File: src/rtl/alu_pkg.sv
// Shared types and constants for the ALU operation scheduler.
//   alu_op_e     : opcode encoding (ADD/SUB/MUL/DIV)
//   alu_state_e  : scheduler FSM states
//   OPW_DEFAULT  : default operand width
package alu_pkg;

    localparam int unsigned OPW_DEFAULT = 3;

    typedef enum logic [1:0] {
        OP_ADD = 2'b00,
        OP_SUB = 2'b01,
        OP_MUL = 2'b10,
        OP_DIV = 2'b11
    } alu_op_e;

    typedef enum logic [1:0] {
        ST_IDLE = 2'b00,
        ST_EXEC = 2'b01,
        ST_DONE = 2'b10
    } alu_state_e;

endpackage

File: src/rtl/alu_iter_unit.sv
// Iterative MUL (shift-add) / DIV (restoring) engine, one step per enabled cycle.
// Ports:
//   clk, rst        : clock, async active-high reset
//   ena             : global enable, freezes all state when low
//   start           : load operands and begin an OPW-step operation
//   op, a, b        : opcode (MUL/DIV) and unsigned operands, sampled on start
//   done            : high during the final step; result/dz are valid then
//   result          : product, zero-extended quotient, or all ones on divide-by-zero
//   dz              : divide-by-zero flag
module alu_iter_unit
    import alu_pkg::*;
#(
    parameter int unsigned OPW = OPW_DEFAULT
) (
    input  logic             clk,
    input  logic             rst,
    input  logic             ena,
    input  logic             start,
    input  alu_op_e          op,
    input  logic [OPW-1:0]   a,
    input  logic [OPW-1:0]   b,
    output logic             done,
    output logic [2*OPW-1:0] result,
    output logic             dz
);
    localparam int unsigned RW = 2 * OPW;
    localparam int unsigned CW = $clog2(OPW + 1);

    logic           run_q;
    logic [CW-1:0]  cnt_q;
    logic           is_div_q;
    logic           dz_q;
    logic [RW-1:0]  prod_q;
    logic [RW-1:0]  mcand_q;
    logic [OPW-1:0] mplier_q;
    logic [OPW-1:0] divb_q;
    logic [OPW-1:0] rem_q;
    logic [OPW-1:0] quo_q;

    logic [RW-1:0]  prod_n;
    logic [OPW:0]   rem_sh;
    logic           ge;
    logic [OPW-1:0] rem_n;
    logic [OPW-1:0] quo_n;

    // One iteration step; result is taken from the step values on the last cycle
    always_comb begin
        prod_n = mplier_q[0] ? (prod_q + mcand_q) : prod_q;
        rem_sh = {rem_q, quo_q[OPW-1]};
        ge     = (rem_sh >= {1'b0, divb_q});
        rem_n  = ge ? OPW'(rem_sh - {1'b0, divb_q}) : OPW'(rem_sh);
        quo_n  = {quo_q[OPW-2:0], ge};
        done   = run_q && (cnt_q == CW'(OPW - 1));
        result = dz_q ? {RW{1'b1}} : (is_div_q ? RW'(quo_n) : prod_n);
        dz     = dz_q;
    end

    // Operand load and iteration registers
    always_ff @(posedge clk or posedge rst) begin
        if (rst) begin
            run_q    <= 1'b0;
            cnt_q    <= '0;
            is_div_q <= 1'b0;
            dz_q     <= 1'b0;
            prod_q   <= '0;
            mcand_q  <= '0;
            mplier_q <= '0;
            divb_q   <= '0;
            rem_q    <= '0;
            quo_q    <= '0;
        end else if (ena) begin
            if (start) begin
                run_q    <= 1'b1;
                cnt_q    <= '0;
                is_div_q <= (op == OP_DIV);
                dz_q     <= (op == OP_DIV) && (b == '0);
                prod_q   <= '0;
                mcand_q  <= RW'(a);
                mplier_q <= b;
                divb_q   <= b;
                rem_q    <= '0;
                quo_q    <= a;
            end else if (run_q) begin
                cnt_q    <= cnt_q + CW'(1);
                prod_q   <= prod_n;
                mcand_q  <= mcand_q << 1;
                mplier_q <= mplier_q >> 1;
                rem_q    <= rem_n;
                quo_q    <= quo_n;
                if (done) begin
                    run_q <= 1'b0;
                end
            end
        end
    end

endmodule

File: src/rtl/alu_op_scheduler.sv
// Two-requester ALU scheduler: round-robin grant, ADD/SUB in one cycle,
// MUL/DIV through the iterative unit, registered response with handshake.
// Ports:
//   clk, rst                    : clock, async active-high reset
//   ena                         : global enable, freezes all state when low
//   reqN_valid/ready            : request handshake for requester N (ready is a grant decode)
//   reqN_op, reqN_a, reqN_b     : opcode and unsigned operands
//   rsp_valid/ready             : response handshake
//   rsp_data, rsp_id, rsp_dz    : result, owning requester, divide-by-zero flag
//   busy                        : high whenever the FSM is not idle
module alu_op_scheduler
    import alu_pkg::*;
#(
    parameter int unsigned OPW = OPW_DEFAULT
) (
    input  logic             clk,
    input  logic             rst,
    input  logic             ena,
    input  logic             req0_valid,
    output logic             req0_ready,
    input  logic [1:0]       req0_op,
    input  logic [OPW-1:0]   req0_a,
    input  logic [OPW-1:0]   req0_b,
    input  logic             req1_valid,
    output logic             req1_ready,
    input  logic [1:0]       req1_op,
    input  logic [OPW-1:0]   req1_a,
    input  logic [OPW-1:0]   req1_b,
    output logic             rsp_valid,
    input  logic             rsp_ready,
    output logic [2*OPW-1:0] rsp_data,
    output logic             rsp_id,
    output logic             rsp_dz,
    output logic             busy
);
    localparam int unsigned RW = 2 * OPW;

    alu_state_e     state_q, state_d;
    alu_op_e        op_q, op_d;
    logic [OPW-1:0] a_q, a_d;
    logic [OPW-1:0] b_q, b_d;
    logic           id_q, id_d;
    logic           last_q, last_d;
    logic           rsp_valid_d;
    logic [RW-1:0]  rsp_data_d;
    logic           rsp_id_d;
    logic           rsp_dz_d;
    logic           busy_d;

    logic           grant1;
    logic           can_accept;
    logic           accept;
    alu_op_e        sel_op;
    logic [OPW-1:0] sel_a;
    logic [OPW-1:0] sel_b;
    logic           iter_start;
    logic           iter_done;
    logic           iter_dz;
    logic [RW-1:0]  iter_result;

    // Round-robin grant; ready is gated by rst so it drops immediately on reset
    always_comb begin
        grant1     = (req0_valid && req1_valid) ? ~last_q : req1_valid;
        can_accept = (state_q == ST_IDLE) && ena && !rst;
        req0_ready = can_accept && req0_valid && !grant1;
        req1_ready = can_accept && req1_valid && grant1;
        accept     = req0_ready || req1_ready;
        sel_op     = grant1 ? alu_op_e'(req1_op) : alu_op_e'(req0_op);
        sel_a      = grant1 ? req1_a : req0_a;
        sel_b      = grant1 ? req1_b : req0_b;
        iter_start = accept && ((sel_op == OP_MUL) || (sel_op == OP_DIV));
    end

    alu_iter_unit #(
        .OPW(OPW)
    ) u_iter (
        .clk    (clk),
        .rst    (rst),
        .ena    (ena),
        .start  (iter_start),
        .op     (sel_op),
        .a      (sel_a),
        .b      (sel_b),
        .done   (iter_done),
        .result (iter_result),
        .dz     (iter_dz)
    );

    // Next-state and next-output logic
    always_comb begin
        state_d     = state_q;
        op_d        = op_q;
        a_d         = a_q;
        b_d         = b_q;
        id_d        = id_q;
        last_d      = last_q;
        rsp_valid_d = rsp_valid;
        rsp_data_d  = rsp_data;
        rsp_id_d    = rsp_id;
        rsp_dz_d    = rsp_dz;
        case (state_q)
            ST_IDLE: begin
                if (accept) begin
                    op_d    = sel_op;
                    a_d     = sel_a;
                    b_d     = sel_b;
                    id_d    = grant1;
                    last_d  = grant1;
                    state_d = ST_EXEC;
                end
            end
            ST_EXEC: begin
                if ((op_q == OP_ADD) || (op_q == OP_SUB)) begin
                    rsp_data_d  = (op_q == OP_ADD) ? (RW'(a_q) + RW'(b_q))
                                                   : (RW'(a_q) - RW'(b_q));
                    rsp_dz_d    = 1'b0;
                    rsp_id_d    = id_q;
                    rsp_valid_d = 1'b1;
                    state_d     = ST_DONE;
                end else if (iter_done) begin
                    rsp_data_d  = iter_result;
                    rsp_dz_d    = iter_dz;
                    rsp_id_d    = id_q;
                    rsp_valid_d = 1'b1;
                    state_d     = ST_DONE;
                end
            end
            ST_DONE: begin
                if (rsp_ready) begin
                    rsp_valid_d = 1'b0;
                    state_d     = ST_IDLE;
                end
            end
            default: begin
                state_d = ST_IDLE;
            end
        endcase
        busy_d = (state_d != ST_IDLE);
    end

    // State and output registers; last_q resets to 1 so req0 wins the first contest
    always_ff @(posedge clk or posedge rst) begin
        if (rst) begin
            state_q   <= ST_IDLE;
            op_q      <= OP_ADD;
            a_q       <= '0;
            b_q       <= '0;
            id_q      <= 1'b0;
            last_q    <= 1'b1;
            rsp_valid <= 1'b0;
            rsp_data  <= '0;
            rsp_id    <= 1'b0;
            rsp_dz    <= 1'b0;
            busy      <= 1'b0;
        end else if (ena) begin
            state_q   <= state_d;
            op_q      <= op_d;
            a_q       <= a_d;
            b_q       <= b_d;
            id_q      <= id_d;
            last_q    <= last_d;
            rsp_valid <= rsp_valid_d;
            rsp_data  <= rsp_data_d;
            rsp_id    <= rsp_id_d;
            rsp_dz    <= rsp_dz_d;
            busy      <= busy_d;
        end
    end

endmodule

File: config.mk
export PLATFORM = sky130hd
export DESIGN_NAME = alu_op_scheduler
export DESIGN_NICKNAME = d
export VERILOG_FILES = /design/src/rtl/alu_pkg.sv /design/src/rtl/alu_iter_unit.sv /design/src/rtl/alu_op_scheduler.sv
export SDC_FILE = /design/constraint.sdc
export NUM_CORES = 1
export LEC_CHECK = 0
export CORE_MARGIN = 3
export CORE_UTILIZATION = 35
export DETAILED_ROUTE_END_ITERATION = 10
export GPL_ROUTABILITY_DRIVEN = 1
export SLEW_MARGIN = 10
export SYNTH_ARGS = -nofsm -noshare
export SYNTH_HDL_FRONTEND = slang
export SYNTH_SLANG_ARGS = --single-unit
File: constraint.sdc
create_clock -name clk -period 1.8 [get_ports clk]
set_clock_uncertainty 0.05 [all_clocks]
set_input_delay 0.18 -clock clk [delete_from_list [all_inputs] [get_ports clk]]
set_output_delay 0.18 -clock clk [all_outputs]
set_load 0.01 [all_outputs]
==> summary.json <==
{
  "drt_drc_violations_left": 0,
  "ys_dominant_reg_cell": "dfrtp_1",
  "synthesis.area_per_instance_um2": 9.24,
  "pre_cts_slack_ps": -193,
  "start_util_pct": 36.8,
  "fin_ws_ps": -182,
  "setup_tns_ps": -423,
  "synth_area_leaders": "dfrtp_1 43%, nand2_1 8.1%, ha_1 6.4%, a21oi_1 3.9%, o21ai_0 3.8%",
  "yosysTopAreaCell": "dfrtp_1",
  "first_global_vias": 2572,
  "timing_worst_setup_path_type": "flop to flop",
  "post_synthesis_sequential_area_ratio_pct": 43.7,
  "first_iter_violations": 68,
  "leakagePower_nw": 1.95,
  "nets": 454,
  "mappedNetlistArea_mm2": 0.00292,
  "max_slew_margin_pct": 68.0,
  "post_synth_fa_ha_maj_area_fraction_pct": 9.17,
  "floorplan.core_area_mm2": 0.00793,
  "grt_start_max_net_pins": 33,
  "place.port_buffers": 33,
  "cts_tree": "yes",
  "number_of_nets_with_antenna_violations_after_routing": 0,
  "layout.cells.most_common_list": "61 x nand2_1, 60 x buf_4, 49 x dfrtp_1, 31 x clkdlybuf4s50_1, 17 x a21oi_2",
  "postSynthCellCount": 316,
  "worstSetupStartpointType": "flop",
  "cts_max_level": 2,
  "critPathSlowestCell": "dfrtp_1",
  "die_area_mm2": 0.00948,
  "share_of_total_power_in_combinational_logic_pct": 59.4,
  "synth_enable_flop_cells": 0,
  "grt_setup_unrepaired": "true",
  "power_per_cell_area_mw_per_mm2": 1690,
  "layout.core_utilization_pct": 53.8,
  "cp.required_ps": 1980,
  "yosys_warnings": 0,
  "pwr-share-seq_pct": 29.3,
  "final-max-slew-violation-count": 0,
  "syn-num-nets": 357,
  "achievable-frequency_ghz": 0.505,
  "die_x_um": 97.3,
  "min_period_over_period_pct": 110,
  "synth-compound-area-share_pct": 17.4,
  "worst_skew_pair.late_latency_ps": 310,
  "cts_sinks": 51,
  "dp_hpwl_mm": 5.40,
  "slew_at_the_pin_with_the_worst_max_slew_slack_ps": 479,
  "stdcell_count": 516,
  "synth_top_area_share_pct": 42.8,
  "timing.critical_path.arrival_ps": 2160,
  "die_height_um": 97.3,
  "finalWorstPathRequiredPeriod_ps": 1980,
  "synthSimpleGateAreaFrac_pct": 17.8,
  "cp-startpoint": "u_iter.mcand_q[1]",
  "rr_worst_depth": 6,
  "route.detailed.vias_per_inst": 4.90,
  "post_synth_xor_area_fraction_pct": 2.10,
  "finalWeightedCongestion": 0.807,
  "number_of_antenna_violations_at_the_first_check_in_global_routing": 0,
  "globalRouteOverflowTotal": 0,
  "yosys-mux-area-fraction_pct": 4.58,
  "swShare_pct": 39.9,
  "layout_commonest_cell": "nand2_1",
  "fp-row-count": 32,
  "failed_checks": "setup timing",
  "grt_total_usage_pct": 15.8,
  "synth-async-reset-ratio_pct": 100,
  "final-hold-violation-count": 0,
  "worst_hold_path_type": "input port to asynchronous set/reset pin",
  "max-vdd-ir-drop_mv": 0.528,
  "reg2reg_slack_ps": -180,
  "netSwitchingPower_mw": 2.88,
  "root_buffer": "clkbuf_8",
  "drv_cap": 0,
  "first_pass_iters": 4,
  "drive_gt1_share_pct": 35.0,
  "critical-path-max-stage-delay_ps": 410,
  "routed_wire_length_per_instance_um": 14.7,
  "max-clock-path-buffers": 2,
  "clkPwrFrac_pct": 11.3,
  "drt-total-wl_mm": 7.59,
  "totalPowerFinal_mw": 7.21,
  "worstReg2RegStart": "u_iter.mcand_q[1]",
  "synth_top_family_by_area": "simple AND/OR/NAND/NOR gates",
  "post_cts_clock_slew_at_the_launch_and_capture_registers_of_the_worst_setup_and_hold_paths_ps": 100,
  "postPlaceCellArea_mm2": 0.00375,
  "ys_ff_latch": 51,
  "post-route-cell-area_mm2": 0.00427,
  "critical_path.cell_chain": "ha_1 > a21o_1 > a311o_1 > a31oi_1 > mux2_2 > a211oi_2",
  "setup.worst_path.end_class": "flop",
  "synthDistinctLibCells": 42,
  "grt_pass1_wl_mm": 12.3,
  "antenna_cells_inserted": 0,
  "inserted_clock_buffers": 5,
  "final-setup-viol-count": 7,
  "worst-path-max-fanout": 3,
  "vias": 2529,
  "worst_hold_slack_ps": 254,
  "synthToLayoutAreaGrowth_pct": 46.1,
  "status": "finished, violations left",
  "post-place-cells": 495,
  "cell_internal_pwr_mw": 4.33,
  "io_pins": 34
}
cells in the mapped netlist (4+ instances only):
library cell and count:
o21ai_0 22, nor2b_1 5, a21o_1 7, buf_2 6
nand2_1 63, a21oi_1 23, nand3_1 7, mux2i_1 10
nor2_1 18, fa_1 4, and2_1 6, xnor2_1 5
a211oi_1 6, a31oi_1 7, clkbuf_1 4, inv_1 17
nand2b_1 4, ha_1 15, dfrtp_1 50
layout make-up:
class                   count  area [um2]
fillers                   728        3660
multi-input cells         234        1790
flip-flops and latches     51        1280
repair buffers            104         895
well taps                 102         128
clock buffers               5        68.8
inverters                  17        63.8
clock inverters             3        43.8
flip-flops by register name, indices dropped and copies added, names as in the netlist, 2 cells and up:
register         flops
rsp_data             6
u_iter.mcand_q       6
u_iter.prod_q        6
a_q                  3
b_q                  3
u_iter.divb_q        3
u_iter.mplier_q      3
u_iter.quo_q         3
u_iter.rem_q         3
op_q                 2
state_q              2
u_iter.cnt_q         2
metal layers:
metal,up-vias,track usage [%],part of all wire [%],routed length [um]
met1,1207,21.6,47,3540
met3,7,2.73,3.7,283
met2,44,25.9,48,3680
met4,0,4.15,1.1,83
met5,-,0,0,0
li1,1271,-,-,-
path summary, 6_finish.rpt:
| kind | end |
|---|---|
| worst max-delay path | rsp_data[5] |
| worst min-delay path | op_q[0] |
| worst max register to register | rsp_data[5] |
| worst min register to register | rsp_dz |
| max in group asynchronous | u_iter.mcand_q[2] |
| min in group clk | rsp_dz |
logic make-up after synthesis:
logic type / after synthesis
adder cells (fa/ha/maj): 19
AND/OR/NAND/NOR: 113
AO/OA/AOI/OAI: 82
buffers and inverters: 31
XOR/XNOR: 7
flip-flops: 51
multiplexers: 13
worst max-delay path: cells and delay by family (launching register included):
family                     cells  cell delay (ps)
AOI/OAI and AO/OA              4              770
adders and majority gates      1              300
DFF                            1              410
muxes                          1              360
timing repair:
action / CTS / global route
resized for setup: 33 / 58
cloned: 0 / 1
hold buffers: 0 / 0
endpoints found under the setup margin: 14 / 37
pin swaps: 12 / 20
setup buffers: 3 / 10
power groups by stage:
stage | combinational [mW] | clock [mW] | sequential, mW
final | 4.28 | 0.817 | 2.11
after global routing | 4.71 | 0.893 | 2.18
after CTS | 3.60 | 0.837 | 2.09
after detailed placement | 3.35 | 0 | 2.10
after global placement | 3.27 | 0 | 2.07
after floorplan | 2.05 | 0 | 2.05
Note: power is estimated with default switching activity, not from simulation.
